File: src/rtl/expression_result_unpacker_if.sv
// expression_result_unpacker_if: packed-vector input and per-field output stream of the unpacker.
interface expression_result_unpacker_if #(
    parameter int OUT_W = 8,
    parameter int SIG_W = 8
);
    logic             in_valid;
    logic             in_ready;
    logic [89:0]      in_y;
    logic             out_valid;
    logic             out_ready;
    logic [OUT_W-1:0] out_data;
    logic [4:0]       out_idx;
    logic             out_last;
    logic [SIG_W-1:0] sig;
    logic             sig_valid;

    modport master (
        output in_valid, in_y, out_ready,
        input  in_ready, out_valid, out_data, out_idx, out_last, sig, sig_valid
    );

    modport slave (
        input  in_valid, in_y, out_ready,
        output in_ready, out_valid, out_data, out_idx, out_last, sig, sig_valid
    );
endinterface

File: src/rtl/expression_result_unpacker.sv
// expression_result_unpacker: captures a 90-bit {y0..y17} vector and streams its 18 fields,
// extended to OUT_W, while folding them into a rotate/XOR signature.
module expression_result_unpacker #(
    parameter int OUT_W = 8,
    parameter int SIG_W = 8
) (
    input logic clk,
    input logic rst_n,
    expression_result_unpacker_if.slave bus
);
    typedef enum logic {IDLE, STREAM} state_t;

    state_t           state, state_nx;
    logic [89:0]      sh, sh_nx;
    logic [4:0]       idx;
    logic [OUT_W-1:0] data;
    logic             last, fin, cap, acc, sig_valid;
    logic [SIG_W-1:0] run, sig;

    function automatic logic [2:0] width_of(input logic [4:0] i);
        return 3'(4 + i % 3);
    endfunction

    // t is the top six bits of the shift register; the field is its leading w bits
    function automatic logic [OUT_W-1:0] field(input logic [5:0] t, input logic [4:0] i);
        logic [2:0] w;
        logic [5:0] f;
        w = width_of(i);
        f = t >> (3'd6 - w);
        return OUT_W'(f) | ((((i / 3) % 2) != 0 && t[5]) ? {OUT_W{1'b1}} << w : '0);
    endfunction

    always_comb begin
        cap = state == IDLE && !fin && bus.in_valid;
        acc = state == STREAM && bus.out_ready;
        sh_nx = sh << width_of(idx);
        state_nx = cap ? STREAM : (acc && last) ? IDLE : state;
    end

    // fin marks the signature-publish cycle; holding in_ready low there gives the 20-cycle period
    assign bus.in_ready  = state == IDLE && !fin;
    assign bus.out_valid = state == STREAM;
    assign bus.out_data  = data;
    assign bus.out_idx   = idx;
    assign bus.out_last  = last;
    assign bus.sig       = sig;
    assign bus.sig_valid = sig_valid;

    always_ff @(posedge clk) begin
        if (!rst_n) begin
            state     <= IDLE;
            sh        <= '0;
            idx       <= '0;
            data      <= '0;
            last      <= 1'b0;
            fin       <= 1'b0;
            run       <= '0;
            sig       <= '0;
            sig_valid <= 1'b0;
        end else begin
            state     <= state_nx;
            fin       <= acc && last;
            sig_valid <= fin;
            if (fin)
                sig <= run;
            if (cap) begin
                sh   <= bus.in_y;
                idx  <= '0;
                data <= field(bus.in_y[89:84], 5'd0);
                last <= 1'b0;
                run  <= '0;
            end
            if (acc) begin
                run <= {run[SIG_W-2:0], run[SIG_W-1]} ^ SIG_W'(data);
                if (!last) begin
                    sh   <= sh_nx;
                    idx  <= idx + 5'd1;
                    data <= field(sh_nx[89:84], idx + 5'd1);
                    last <= idx == 5'd16;
                end
            end
        end
    end
endmodule

File: src/flat_wrapper.sv
// flat-port wrapper written by rule: the top's interface ports become plain ports
module expression_result_unpacker_flat 
#(
    parameter int OUT_W = 8,
    parameter int SIG_W = 8
)
  (clk, rst_n, bus_in_valid, bus_in_y, bus_out_ready, bus_in_ready, bus_out_valid, bus_out_data, bus_out_idx, bus_out_last, bus_sig, bus_sig_valid);
  expression_result_unpacker_if #(.OUT_W(OUT_W), .SIG_W(SIG_W)) bus_i ();
  input logic clk;
  input logic rst_n;
  input wire logic [$bits(bus_i.in_valid)-1:0] bus_in_valid;
  input wire logic [$bits(bus_i.in_y)-1:0] bus_in_y;
  input wire logic [$bits(bus_i.out_ready)-1:0] bus_out_ready;
  output wire logic [$bits(bus_i.in_ready)-1:0] bus_in_ready;
  output wire logic [$bits(bus_i.out_valid)-1:0] bus_out_valid;
  output wire logic [$bits(bus_i.out_data)-1:0] bus_out_data;
  output wire logic [$bits(bus_i.out_idx)-1:0] bus_out_idx;
  output wire logic [$bits(bus_i.out_last)-1:0] bus_out_last;
  output wire logic [$bits(bus_i.sig)-1:0] bus_sig;
  output wire logic [$bits(bus_i.sig_valid)-1:0] bus_sig_valid;
  assign bus_i.in_valid = bus_in_valid;
  assign bus_i.in_y = bus_in_y;
  assign bus_i.out_ready = bus_out_ready;
  assign bus_in_ready = bus_i.in_ready;
  assign bus_out_valid = bus_i.out_valid;
  assign bus_out_data = bus_i.out_data;
  assign bus_out_idx = bus_i.out_idx;
  assign bus_out_last = bus_i.out_last;
  assign bus_sig = bus_i.sig;
  assign bus_sig_valid = bus_i.sig_valid;
  expression_result_unpacker #(.OUT_W(OUT_W), .SIG_W(SIG_W)) u_core (.clk(clk), .rst_n(rst_n), .bus(bus_i));
endmodule
File: config.mk
export PLATFORM = sky130hd
export DESIGN_NAME = expression_result_unpacker_flat
export DESIGN_NICKNAME = d
export VERILOG_FILES = /design/src/rtl/expression_result_unpacker_if.sv /design/src/rtl/expression_result_unpacker.sv /design/src/flat_wrapper.sv
export SDC_FILE = /design/constraint.sdc
export NUM_CORES = 1
export LEC_CHECK = 0
export ABC_AREA = 1
export BUFFER_PORTS_ARGS = -buffer_cell sky130_fd_sc_hd__buf_2
export CAP_MARGIN = 25
export CORE_AREA = 3 3 133 148
export DETAILED_ROUTE_END_ITERATION = 16
export DIE_AREA = 0 0 136 151
export PLACE_DENSITY_LB_ADDON = 0.2
export SETUP_SLACK_MARGIN = 0.4
export SYNTH_ARGS = -nofsm -noshare
export SYNTH_HDL_FRONTEND = slang
export SYNTH_SLANG_ARGS = --single-unit
File: constraint.sdc
create_clock -name clk -period 6 [get_ports clk]
set_input_delay 0.9 -clock clk [delete_from_list [all_inputs] [get_ports clk]]
set_output_delay 0.9 -clock clk [all_outputs]
set_load 0.01 [all_outputs]
### Yosys cells after proc, flatten, opt, wreduce, memory -nomap -nowiden

Cells that the tools add are included.
Widths: inputs -> output; s select.

| operators by class | value |
|---|---|
| $add $sub $neg | 4 |
| divide/modulo/power cells | 3 |
| equality and inequality tests | 1 |
| shift-type cells | 3 |
| multiplexer cells | 17 |
| bitwise logic cells | 3 |
| reduce and logical (&&, ||, !) cells | 8 |

Operators by type and width:

| operator | number |
|---|---|
| $mux 90 | 3 |
| $shl 90x3->90 | 1 |
| $mod 5x2->32 const B | 2 |
| $mux 8 | 6 |
| $div 5x2->32 const B | 1 |
| $mux 5 | 3 |
| $or 6x8->8 | 1 |
| $shl 8x3->8 const A | 1 |
| $xor 8x8->8 | 1 |
| $add 3x3->3 const A | 2 |
| $shr 6x3->6 | 1 |
| $add 5x1->5 const B | 1 |
| $eq 5x5->1 const B | 1 |
| $logic_and 1x1->1 | 5 |
| $mux 1 | 5 |
| $reduce_bool 2->1 | 2 |
| $sub 3x3->3 const A | 1 |
| $logic_not 1->1 | 1 |
| $not 1->1 | 1 |

| storage, ports and cells | value |
|---|---|
| register bits | 123 |
| word-level logic and storage cells | 48 |

### Depth between registers and ports, before layout

Gate-level depths: netlist (run 1).

| logic depth | value |
|---|---|
| depth after elaboration | 8 |
| mapped depth | 35 |
| mapped depth without buffers | 35 |

### Worst setup path before layout (run 1)

OpenSTA, ideal clock, no wires.

| path | value |
|---|---|
| kind | reg-to-reg |
| from | register u_core.idx[1], in the netlist u_core.bus.out_idx[1] |
| to | register u_core.data[0], in the netlist u_core.bus.out_data[0] |
| library setup time | 0.128 ns |
| data arrival time | 4.508 ns |
| data required time | 5.872 ns |
| slack | 1.364 ns |
| cell stages (with the launch flop) | 32 |
| buffers on the path | 1 |
| period minus slack after synthesis | 4.636 ns |
| cell sequence | dfxtp_1 -> ha_1 -> nand3_1 -> xor2_1 -> inv_1 -> ha_1 -> o21ai_0 -> nand2_1 -> or2_1 -> nand2_1 -> inv_1 -> ha_1 -> inv_1 -> o2111ai_1 -> nor2_1 -> xnor2_1 -> ha_1 -> a21oi_1 -> nand2_1 -> inv_1 -> or2_2 -> o21ai_2 -> inv_1 -> ha_1 -> buf_1 -> inv_1 -> nand3_1 -> nand2_1 -> nand2_1 -> nand2_1 -> nor2_1 -> nor2_1 |

| between the ends | value |
|---|---|
| word-level cells in the longest chain between the ends | 8 |
| elaborated cells between the ends (all ways) | 15 |
| classes of those cells | add/sub: 4; div: 3; shift: 3; mux: 3; bitwise: 1; reduce/logical: 1 |

RTL lines:

| element | RTL line | RTL |
|---|---|---|
| from (decl) | expression_result_unpacker.sv:15 | `logic [4:0] idx;` |
| from (signal assigned) | expression_result_unpacker.sv:77 | `idx <= idx + 5'd1;` |
| $add 5x1->5 or $mod 5x2->32 (tied branches) | expression_result_unpacker.sv:78, expression_result_unpacker.sv:21 |  |
| $mod 5x2->32 or $add 3x3->3 (tied branches) | expression_result_unpacker.sv:21 | `return 3'(4 + i % 3);` |
| $add 3x3->3 or $shl 90x3->90 (tied branches) | expression_result_unpacker.sv:21, expression_result_unpacker.sv:36 |  |
| $sub 3x3->3, or another cell as far along | expression_result_unpacker.sv:29 | `f = t >> (3'd6 - w);` |
| $shr 6x3->6 or $mux 8 (tied branches) | expression_result_unpacker.sv:29, expression_result_unpacker.sv:30 |  |
| $or 6x8->8 * | expression_result_unpacker.sv:30 | `return OUT_W'(f) \| ((((i / 3) % 2) != 0 && t[5]) ? {OUT_W{1'b1}} << w : '0);` |
| $mux 8 * | expression_result_unpacker.sv:75 | `if (!last) begin` |
| $mux 8 * | expression_result_unpacker.sv:73 | `if (acc) begin` |
| to (signal assigned) | expression_result_unpacker.sv:69 | `data <= field(bus.in_y[89:84], 5'd0);` |
| to (signal assigned) | expression_result_unpacker.sv:78 | `data <= field(sh_nx[89:84], idx + 5'd1);` |
| to (decl) | expression_result_unpacker.sv:16 | `logic [OUT_W-1:0] data;` |

Every way passes the cells marked *; elsewhere a longest branch is shown, timed or not.
A chain may end at the register's enable or synchronous reset.

### Worst setup path in the final report (run 1)

Ends and elaborated chain as after synthesis.

==> run metrics, run 1 <==
mean number of vias per cell=~5.4; first-pass GRT wire length=43400 um; DR WL/cell=around 15 um; Post-route DRC=0; Final setup violation count=0; insertion delay to the later sink of the worst-skew pair=between 400 and 500 ps; number of core rows=52; capture point of the worst reg-to-reg path=u_core.bus.out_data[0]; number of antenna-violating nets in the routed design=0; class of the worst hold path=reg2reg; count of inserted antenna diode cells=0; area of the core=roughly 18000 um^2; Cells on Worst Hold Path=2; run status=completed; post-synthesis cell count=1520; predominant post-synthesis flop cell=sky130_fd_sc_hd__dfxtp_1; net total in the final layout=1677; Critical Path Stages=31; DP Worst Slack=between 1000 and 1500 ps; # clock sinks=between 100 and 150; Routability Congestion=just under 0.9; Largest stage delay, worst path=roughly 500 ps; Max Clk Rate=0.197 GHz; startpoint of the worst hold path=u_core.run[2]; post-route worst setup slack=916 ps; GRT Util Overall=0.258; overall routed net length=between 20000 and 30000 um; number of enable flip-flop cells after synthesis=0; number of filler cells placed in the layout=about 1900; count of boundary I/O pins=between 100 and 150; die width=between 100 and 150 um; sum of overflow across all layers after global routing=0; TritonCTS buffer count=17; count of buffers from port buffering=around 120; Pre-antenna DRT Iters=6; area share of the largest cell type after synthesis=0.270; number of cell instances on the worst register-to-register path=31; Post-Synthesis Net Count=1628; library cell occupying the most area in the post-synthesis netlist=sky130_fd_sc_hd__dfxtp_1; pin count of the biggest net entering global routing=113; Area contributors post-synth=sky130_fd_sc_hd__dfxtp_1 27%, sky130_fd_sc_hd__nand2_1 19%, sky130_fd_sc_hd__o21ai_0 10%; clock tree from TritonCTS=yes; fraction of registers with async set/reset=0; CP Data Required Time=6300 ps; relative slew slack=0.293; Worst Tran Pin Value=around 1100 ps; Die H=151 um; most used cell, CP=sky130_fd_sc_hd__inv_1; kind of critical path=reg2reg; fraction of final layout cells sized beyond drive strength 1=0.122; unrepaired setup endpoints after global routing=false; Root Buffer=sky130_fd_sc_hd__clkbuf_16; maxcap violations=0; number of buffers on the longest clock path=2; Commonest cells post-synth=450 x sky130_fd_sc_hd__nand2_1, 206 x sky130_fd_sc_hd__inv_1, 189 x sky130_fd_sc_hd__o21ai_0, 132 x sky130_fd_sc_hd__nand3_1, 123 x sky130_fd_sc_hd__dfxtp_1; number of global-route vias before repair=roughly 9000; count of warnings emitted by yosys=0; slowest stage cell on the critical path=sky130_fd_sc_hd__dfxtp_1; Hold-fix buffers, CTS=0; clock edge transition at the registers on the reported setup and hold paths=~60 ps; synthesized area per cell=~6 um^2; Critical Path Start Type=register; final worst path period need=between 5000 and 6000 ps; library cell with the highest instance count after synthesis=sky130_fd_sc_hd__nand2_1; crit-path max FO=8; HPWL reported at the end of detailed placement=approximately 17000 um; initial standard-cell utilization of the core=0.496; Fin Setup TNS=0 ps; area enclosed by the die boundary=20500 um^2; reg-to-reg slack, setup=920 ps; number of synthesized register bits=roughly 120; Buffers & Inverters on Critical Path=7; drt initial violations=727; launch point of the worst reg-to-reg path=u_core.bus.out_idx[1]; largest clock skew in the final design=around 8.7 ps; Critical Path Sink Type=register; static leakage=0.00482 uW; part of the cycle the worst path needs=0.847; power density normalized to cell area=roughly 260 nW/um^2; maximum ir drop on the vdd rail=0.193 mV; final number of max-transition violations=0; number of antenna violations at the first check in global routing=0; distinct cell type count after synthesis=41; CTS HTree Levels=4; area of the mapped netlist=approximately 9100 um^2; Final Hold Violating Endpoints=0; fraction of the yosys area taken by sequential cells=0.270; Endpoint, Worst Hold=u_core.bus.sig[2]; crit path DAT=about 5400 ps; Synth-to-Final Area Change=13.3%; routed via count=9767; critical path's top delay family=simple AND/OR/NAND/NOR gates
[power by group]
group | switching, uW | internal (uW)
sequential | 33.9 | 880
clock | 402 | 717
combinational | 393 | 215
total | 829 | 1810
[per-stage QoR]
step / hold WS (ps) / utilization / cell area, um^2 / total power [uW] / cells
floorplan: 447 / - / 9100 / 1370 / 1520
global placement: 477 / 0.528 / 9690 / 1510 / 1793
detailed placement: 473 / 0.528 / 9690 / 1520 / 1793
CTS: 489 / 0.562 / 10300 / 2640 / 1825
global route: 511 / 0.562 / 10300 / 2780 / 1825
finish: 490 / 0.562 / 10300 / 2640 / 1825
[flip-flops by register name, indices dropped and copies added (netlist names)]
| name | flops |
|---|---|
| u_core.bus.sig_valid | 1 |
| u_core.bus.out_idx | 5 |
| u_core.bus.out_last | 1 |
| u_core.bus.out_valid | 1 |
| u_core.run | 8 |
| u_core.bus.out_data | 8 |
| u_core.bus.sig | 8 |
| u_core.sh | 90 |
| u_core.fin | 1 |
[area by class of cell]
class                           count  area, um^2  area share
Multi-Input combinational cell   1086        5440       0.527
Sequential cell                   123        2460       0.239
Inverter                          213         805      0.0780
Timing Repair Buffer              128         678      0.0657
Clock buffer                       21         460      0.0446
Tap cell                          243         304      0.0295
Clock inverter                     11         166      0.0161
[metal layers]
metal | part of all wire | up-vias | routed length, um | global-route usage
met4 | 0.014 | 0 | 364 | 0.0660
met3 | 0.063 | 33 | 1670 | 0.0528
li1 | - | 5042 | - | -
met1 | 0.47 | 4367 | 12400 | 0.354
met2 | 0.46 | 325 | 12200 | 0.415
met5 | 0 | - | 0 | 0
[worst max-delay path by stage]
stage                          startpoint                     end  slack (ps)
floorplan           u_core.bus.out_idx[1]  u_core.bus.out_data[0]        1360
global placement    u_core.bus.out_idx[1]  u_core.bus.out_data[0]        1190
detailed placement  u_core.bus.out_idx[1]  u_core.bus.out_data[0]        1010
CTS                 u_core.bus.out_idx[1]  u_core.bus.out_data[3]         920
global route        u_core.bus.out_idx[1]  u_core.bus.out_data[5]         410
finish              u_core.bus.out_idx[1]  u_core.bus.out_data[0]         920
[cells in the final DEF (no fill, tap or decap), types with 6 or more instances in the layout]
master / n
sky130_fd_sc_hd__a21oi_1: 117
sky130_fd_sc_hd__nand2_2: 10
sky130_fd_sc_hd__buf_2: 118
sky130_fd_sc_hd__nand2_1: 449
sky130_fd_sc_hd__buf_4: 9
sky130_fd_sc_hd__ha_1: 13
sky130_fd_sc_hd__o221ai_1: 7
sky130_fd_sc_hd__nand3_1: 132
sky130_fd_sc_hd__a31oi_1: 7
sky130_fd_sc_hd__nor2_1: 27
sky130_fd_sc_hd__inv_1: 206
sky130_fd_sc_hd__o21ai_1: 22
sky130_fd_sc_hd__mux2i_1: 48
sky130_fd_sc_hd__dfxtp_1: 123
sky130_fd_sc_hd__nor2_4: 6
sky130_fd_sc_hd__o21ai_0: 189
sky130_fd_sc_hd__o211ai_1: 24
sky130_fd_sc_hd__clkbuf_16: 17
[what timing repair did]
| item | in CTS | in global routing |
|---|---|---|
| buffers inserted | 0 | 0 |
| endpoints found under the setup margin | 0 | 5 |
| gates resized for setup | 0 | 2 |
[tightest hold or removal path: cells and delay by family, from the launching register on]
family,cells,cell delay (ps)
flip-flops,1,330
buffers and inverters,1,60
AO/OA/AOI/OAI,1,50
[logic make-up (layout without fill, tap and decap cells)]
| group | count (synthesis) | in the layout | share of synthesized area |
|---|---|---|---|
| and+or+nand+nor | 645 | 645 | 0.297 |
| DFF | 123 | 123 | 0.270 |
| buffers and inverters | 311 | 373 | 0.136 |
| AOI/OAI and AO/OA | 374 | 374 | 0.219 |
| xor gates and xnor gates | 5 | 5 | 0.00481 |
| muxes | 48 | 48 | 0.0528 |
| adders and majority gates | 14 | 14 | 0.0192 |
Note: power is estimated with default switching activity, not from simulation.
==> run 2: changes to the inputs <==
==> constraint.sdc (replaced) <==
create_clock -name clk -period 4.1 [get_ports clk]
set_input_delay 0.615 -clock clk [delete_from_list [all_inputs] [get_ports clk]]
set_output_delay 0.615 -clock clk [all_outputs]
set_load 0.01 [all_outputs]
==> run 2 against run 1 <==
Register-to-register slack worse by 870 ps. Wire length is 18% higher. Combinational power is 98% higher. Critical path depth is 1 higher. Fmax is 25% higher. Die area stayed put. Clock-buffer cell count is 4 lower. Clock skew is 0.58 ps higher. Largest cell class unchanged. Power is 54% higher. Sequential cell count stayed put. Sequential power is 48% higher.
==> run metrics, run 2 (synthesized netlist as in run 1, its figures left out) <==
Cells after DPL=roughly 1800; most frequent cells in the layout=434 x sky130_fd_sc_hd__nand2_1, 191 x sky130_fd_sc_hd__inv_1, 123 x sky130_fd_sc_hd__nand3_1, 118 x sky130_fd_sc_hd__buf_2, 118 x sky130_fd_sc_hd__dfxtp_1; die width=approximately 140 um; drt initial violations=just under 900; TritonCTS buffer count=17; met1 routed wirelength after detailed routing=about 13000 um; slowest stage cell on the critical path=sky130_fd_sc_hd__dfxtp_4; Synth-to-Final Area Change=35.7%; Routability Congestion=slightly below 0.9; maximum ir drop on the vdd rail=0.323 mV; number of filler cells placed in the layout=~1600; flip-flop count of the largest register after layout=90; relative slew slack=0.282; part of the cycle the worst path needs=0.989; HPWL reported at the end of detailed placement=roughly 18000 um; utilization after layout=0.673; clock tree from TritonCTS=yes; net total in the final layout=between 1500 and 2000; count of boundary I/O pins=between 100 and 150; final worst hold slack=485 ps; initial standard-cell utilization of the core=0.496; unrepaired setup endpoints after global routing=true; Pre-antenna DRT Iters=6; final cell count without fillers=around 1900; final number of max-transition violations=0; number of core rows=52; DR WL/cell=around 16 um; Hold-fix buffers, CTS=0; crit path DAT=approximately 4400 ps; Power, Total=between 4000 and 5000 uW; GRT Util Overall=0.279; Worst Tran Pin Value=1080 ps; Critical Path Start Type=register; area of all placed cells without fillers=12400 um^2; Post-route DRC=0; Final setup violation count=0; area of the core=18300 um^2; Critical Path Sink Type=register; count of buffers from port buffering=between 100 and 150; register name with the most flops=u_core.sh; power density normalized to cell area=328 nW/um^2; insertion delay to the later sink of the worst-skew pair=between 400 and 500 ps; largest clock skew in the final design=about 9 ps; area enclosed by the die boundary=20500 um^2; number of global-route vias before repair=9632; commonest non-fill, non-tap cell in the layout=sky130_fd_sc_hd__nand2_1; static leakage=around 0.0056 uW; class of the worst hold path=reg2reg; kind of critical path=reg2reg; mean number of vias per cell=between 5 and 6; number of antenna violations at the first check in global routing=0; critical path's top delay family=simple AND/OR/NAND/NOR gates; sum of overflow across all layers after global routing=0; run status=completed; number of antenna-violating nets in the routed design=0; Final Hold Violating Endpoints=0; Buffers & Inverters on Critical Path=9; final worst path period need=about 4000 ps; CP Data Required Time=4470 ps; Root Buffer=sky130_fd_sc_hd__clkbuf_16; first-pass GRT wire length=about 46000 um; fraction of final layout cells sized beyond drive strength 1=0.268; Die H=approximately 150 um; overall routed net length=31600 um; count of inserted antenna diode cells=0; Largest stage delay, worst path=about 360 ps; uppermost layer routed=met4; most used cell, CP=sky130_fd_sc_hd__inv_2; routed via count=roughly 11000; reg-to-reg slack, setup=about 47 ps; CTS HTree Levels=4; post-placement cell area=slightly above 10000 um^2; pin count of the biggest net entering global routing=90; met2 wire len=approximately 15000 um; length of routed met3 wiring=about 2300 um; clock edge transition at the registers on the reported setup and hold paths=70 ps; Max Clk Rate=0.247 GHz; number of buffers on the longest clock path=2; crit-path max FO=4; maxcap violations=0; # clock sinks=123
run 2: cell count changes in the layout (fill, tap and decap cells not counted), moves of 14 or more:
cell and delta:
sky130_fd_sc_hd__buf_4 +43, sky130_fd_sc_hd__clkbuf_16 +14, sky130_fd_sc_hd__inv_1 -15, sky130_fd_sc_hd__nand2_1 -15, sky130_fd_sc_hd__o21ai_0 -78, sky130_fd_sc_hd__o21ai_2 +81
run 2: worst register-to-register path: cells and delay by family, from the launching register on:
kind                       cells  cell delay (ps)
buffers and inverters          9              620
AOI/OAI and AO/OA              4              360
and+or+nand+nor               12             1370
adders and majority gates      5              960
xor gates and xnor gates       2              340
DFF                            1              360
run 2: area by class of cell:
type / instances / area [um^2] / area share
clock buffers: 17 / 425 / 0.0344
clock inverters: 15 / 153 / 0.0124
inverters: 213 / 820 / 0.0663
multi-input cells: 1088 / 6170 / 0.500
flip-flops and latches: 123 / 2480 / 0.201
well taps: 243 / 304 / 0.0246
repair buffers: 218 / 2000 / 0.162
run 2: worst paths after layout:
check / cells past startpoint / from / endpoint
worst max-delay path: 32 / u_core.bus.out_idx[1] / u_core.bus.out_data[1]
worst max register to register: 32 / u_core.bus.out_idx[1] / u_core.bus.out_data[1]
worst min-delay path: 2 / u_core.run[7] / u_core.bus.sig[7]
worst min register to register: 2 / u_core.run[7] / u_core.bus.sig[7]
run 2: report_power, final:
group	internal [uW]	total (uW)	switching, uW
combinational	502	1200	694
clock	857	1510	652
sequential	1280	1350	64.3
run 2: through the flow:
step                setup TNS [ps]  setup WS, ps
finish                           0          46.6
global route                  -878          -194
CTS                              0           107
detailed placement           -37.1         -37.1
global placement                 0          43.4
floorplan                        0          35.3
run 2: routing by layer:
layer,vias to the layer above,GRT usage
met5,-,0
met4,0,0.0917
met3,72,0.0472
met2,439,0.481
met1,4920,0.355
li1,5244,-
run 2: repair_timing:
action,CTS,global route
buffers inserted,28,20
setup endpoints to repair,97,97
pin swaps,23,69
resized for setup,64,198
gates cloned,7,15
==> run 3: changes to the inputs <==
==> constraint.sdc (replaced) <==
create_clock -name clk -period 4.1 [get_ports clk]
set_input_delay 0.41 -clock clk [delete_from_list [all_inputs] [get_ports clk]]
set_output_delay 0.41 -clock clk [all_outputs]
set_load 0.01 [all_outputs]
==> run 3 against run 2 <==
Combinational power is essentially flat. Critical path depth is the same. Critical path type unchanged. Die area is the same. Non-clock buffer count grew 10. Cell count grew 0.52%. Largest power group unchanged. Register-to-register slack gained 20 ps. Fmax grew 0.42%. Sequential cell count is the same.
==> run metrics, run 3 (synthesized netlist as in run 1, its figures left out) <==
Final Hold Violating Endpoints=0; clock tree from TritonCTS=yes; initial standard-cell utilization of the core=0.496; Hold-fix buffers, CTS=0; Routability Congestion=roughly 0.9; number of global-route vias before repair=about 9400; crit path DAT=4410 ps; sum of overflow across all layers after global routing=0; number of antenna violations at the first check in global routing=0; area of the core=between 15000 and 20000 um^2; CTS HTree Levels=4; commonest non-fill, non-tap cell in the layout=sky130_fd_sc_hd__nand2_1; GRT Util Overall=0.272; TritonCTS buffer count=17; Cells on Worst Hold Path=3; Post-route DRC=0; Synth-to-Final Area Change=38.9%; insertion delay to the later sink of the worst-skew pair=about 440 ps; number of cell instances on the worst register-to-register path=32; number of filler cells placed in the layout=1566; HPWL reported at the end of detailed placement=roughly 18000 um; part of the cycle the worst path needs=0.984; Die H=151 um; most frequent cells in the layout=405 x sky130_fd_sc_hd__nand2_1, 194 x sky130_fd_sc_hd__inv_1, 123 x sky130_fd_sc_hd__nand3_1, 118 x sky130_fd_sc_hd__buf_2, 118 x sky130_fd_sc_hd__dfxtp_1; number of core rows=52; net total in the final layout=between 1500 and 2000; final worst hold slack=259 ps; clock edge transition at the registers on the reported setup and hold paths=about 60 ps; Cells after DPL=about 1800; count of inserted antenna diode cells=0; Root Buffer=sky130_fd_sc_hd__clkbuf_16; combined area of the multi-input logic cells=around 6500 um^2; relative slew slack=0.281; DR WL/cell=around 17 um; post-route worst setup slack=63.7 ps; Max Clk Rate=between 0.2 and 0.25 GHz; critical path's top delay family=simple AND/OR/NAND/NOR gates; register name with the most flops=u_core.sh; Critical Path Stages=32; Worst Tran Pin Value=roughly 1100 ps; maximum ir drop on the vdd rail=~0.31 mV; pin count of the biggest net entering global routing=90; mean number of vias per cell=approximately 5.6; CP Data Required Time=around 4500 ps; crit-path max FO=4; fraction of final layout cells sized beyond drive strength 1=0.292; number of buffers on the longest clock path=2; number of antenna-violating nets in the routed design=0; first-pass GRT wire length=around 45000 um; flip-flop count of the largest register after layout=90; power density normalized to cell area=approximately 320 nW/um^2; Critical Path Sink Type=register; Critical Path Start Type=register; combined flip-flop and latch cell area=between 2000 and 2500 um^2; die width=136 um; routed via count=10800; class of the worst hold path=in2reg; Buffers & Inverters on Critical Path=8; slowest stage cell on the critical path=sky130_fd_sc_hd__dfxtp_4; maxcap violations=0; unrepaired setup endpoints after global routing=true; count of boundary I/O pins=119; count of buffers from port buffering=around 120; Final setup violation count=0; DP Worst Slack=-35.0 ps; Pre-antenna DRT Iters=6; final number of max-transition violations=0; Largest stage delay, worst path=360 ps; final worst path period need=4040 ps; drt initial violations=between 900 and 1000; overall routed net length=between 30000 and 40000 um; area enclosed by the die boundary=roughly 20000 um^2; final cell count without fillers=1927; static leakage=~0.0057 uW; # clock sinks=approximately 120; run status=completed; kind of critical path=reg2reg; largest clock skew in the final design=10.4 ps
run 3: final cells by class:
type,instances,share of cell area
Sequential cell,123,0.196
Timing Repair Buffer,228,0.159
Multi-Input combinational cell,1088,0.512
Tap cell,243,0.0240
Clock buffer,17,0.0337
Inverter,213,0.0650
Clock inverter,15,0.0102
run 3: worst register-to-register path: cells and delay by family (launching register included):
kind / cells / cell delay, ps
compound gates: 4 / 350
fa+ha+maj: 6 / 1150
xor+xnor: 2 / 330
buf+inv: 8 / 500
flops: 1 / 360
simple gates: 12 / 1280
run 3: power breakdown:
part | internal (uW) | switching [uW] | total [uW]
Combinational | 512 | 712 | 1220
Clock | 794 | 660 | 1450
Sequential | 1280 | 70.3 | 1360
run 3: path summary, 6_finish.rpt:
| path | from | end | slack, ps |
|---|---|---|---|
| worst max-delay path | u_core.bus.out_idx[1] | u_core.bus.out_data[1] | 60 |
| worst min-delay path | bus_in_y[48] | u_core.sh[48] | 260 |
| worst max register to register | u_core.bus.out_idx[1] | u_core.bus.out_data[1] | 60 |
| worst min register to register | u_core.run[3] | u_core.bus.sig[3] | 480 |
run 3: layer usage:
| layer | part of all wire | track usage | vias up |
|---|---|---|---|
| met1 | 0.41 | 0.344 | 5036 |
| met2 | 0.48 | 0.469 | 456 |
| met3 | 0.076 | 0.0412 | 101 |
| met4 | 0.034 | 0.0963 | 0 |
| met5 | 0 | 0 | - |
| li1 | - | - | 5254 |
run 3: timing repair:
action	4_1_cts	5_1_grt
endpoints found under the hold margin	0	0
endpoints found under the setup margin	97	98
buffers inserted	23	35
pin swaps	23	71
gates cloned	3	20
gates resized for setup	29	303
run 3: through the flow:
step / TNS, ps / area, um^2 / total power (uW) / utilization
after floorplan: 0 / 9250 / 2030 / -
after global placement: 0 / 10000 / 2260 / 0.546
after detailed placement: -35.0 / 10000 / 2270 / 0.548
after CTS: 0 / 11000 / 3750 / 0.597
after global routing: -723 / 12600 / 4220 / 0.689
final: 0 / 12600 / 4030 / 0.689
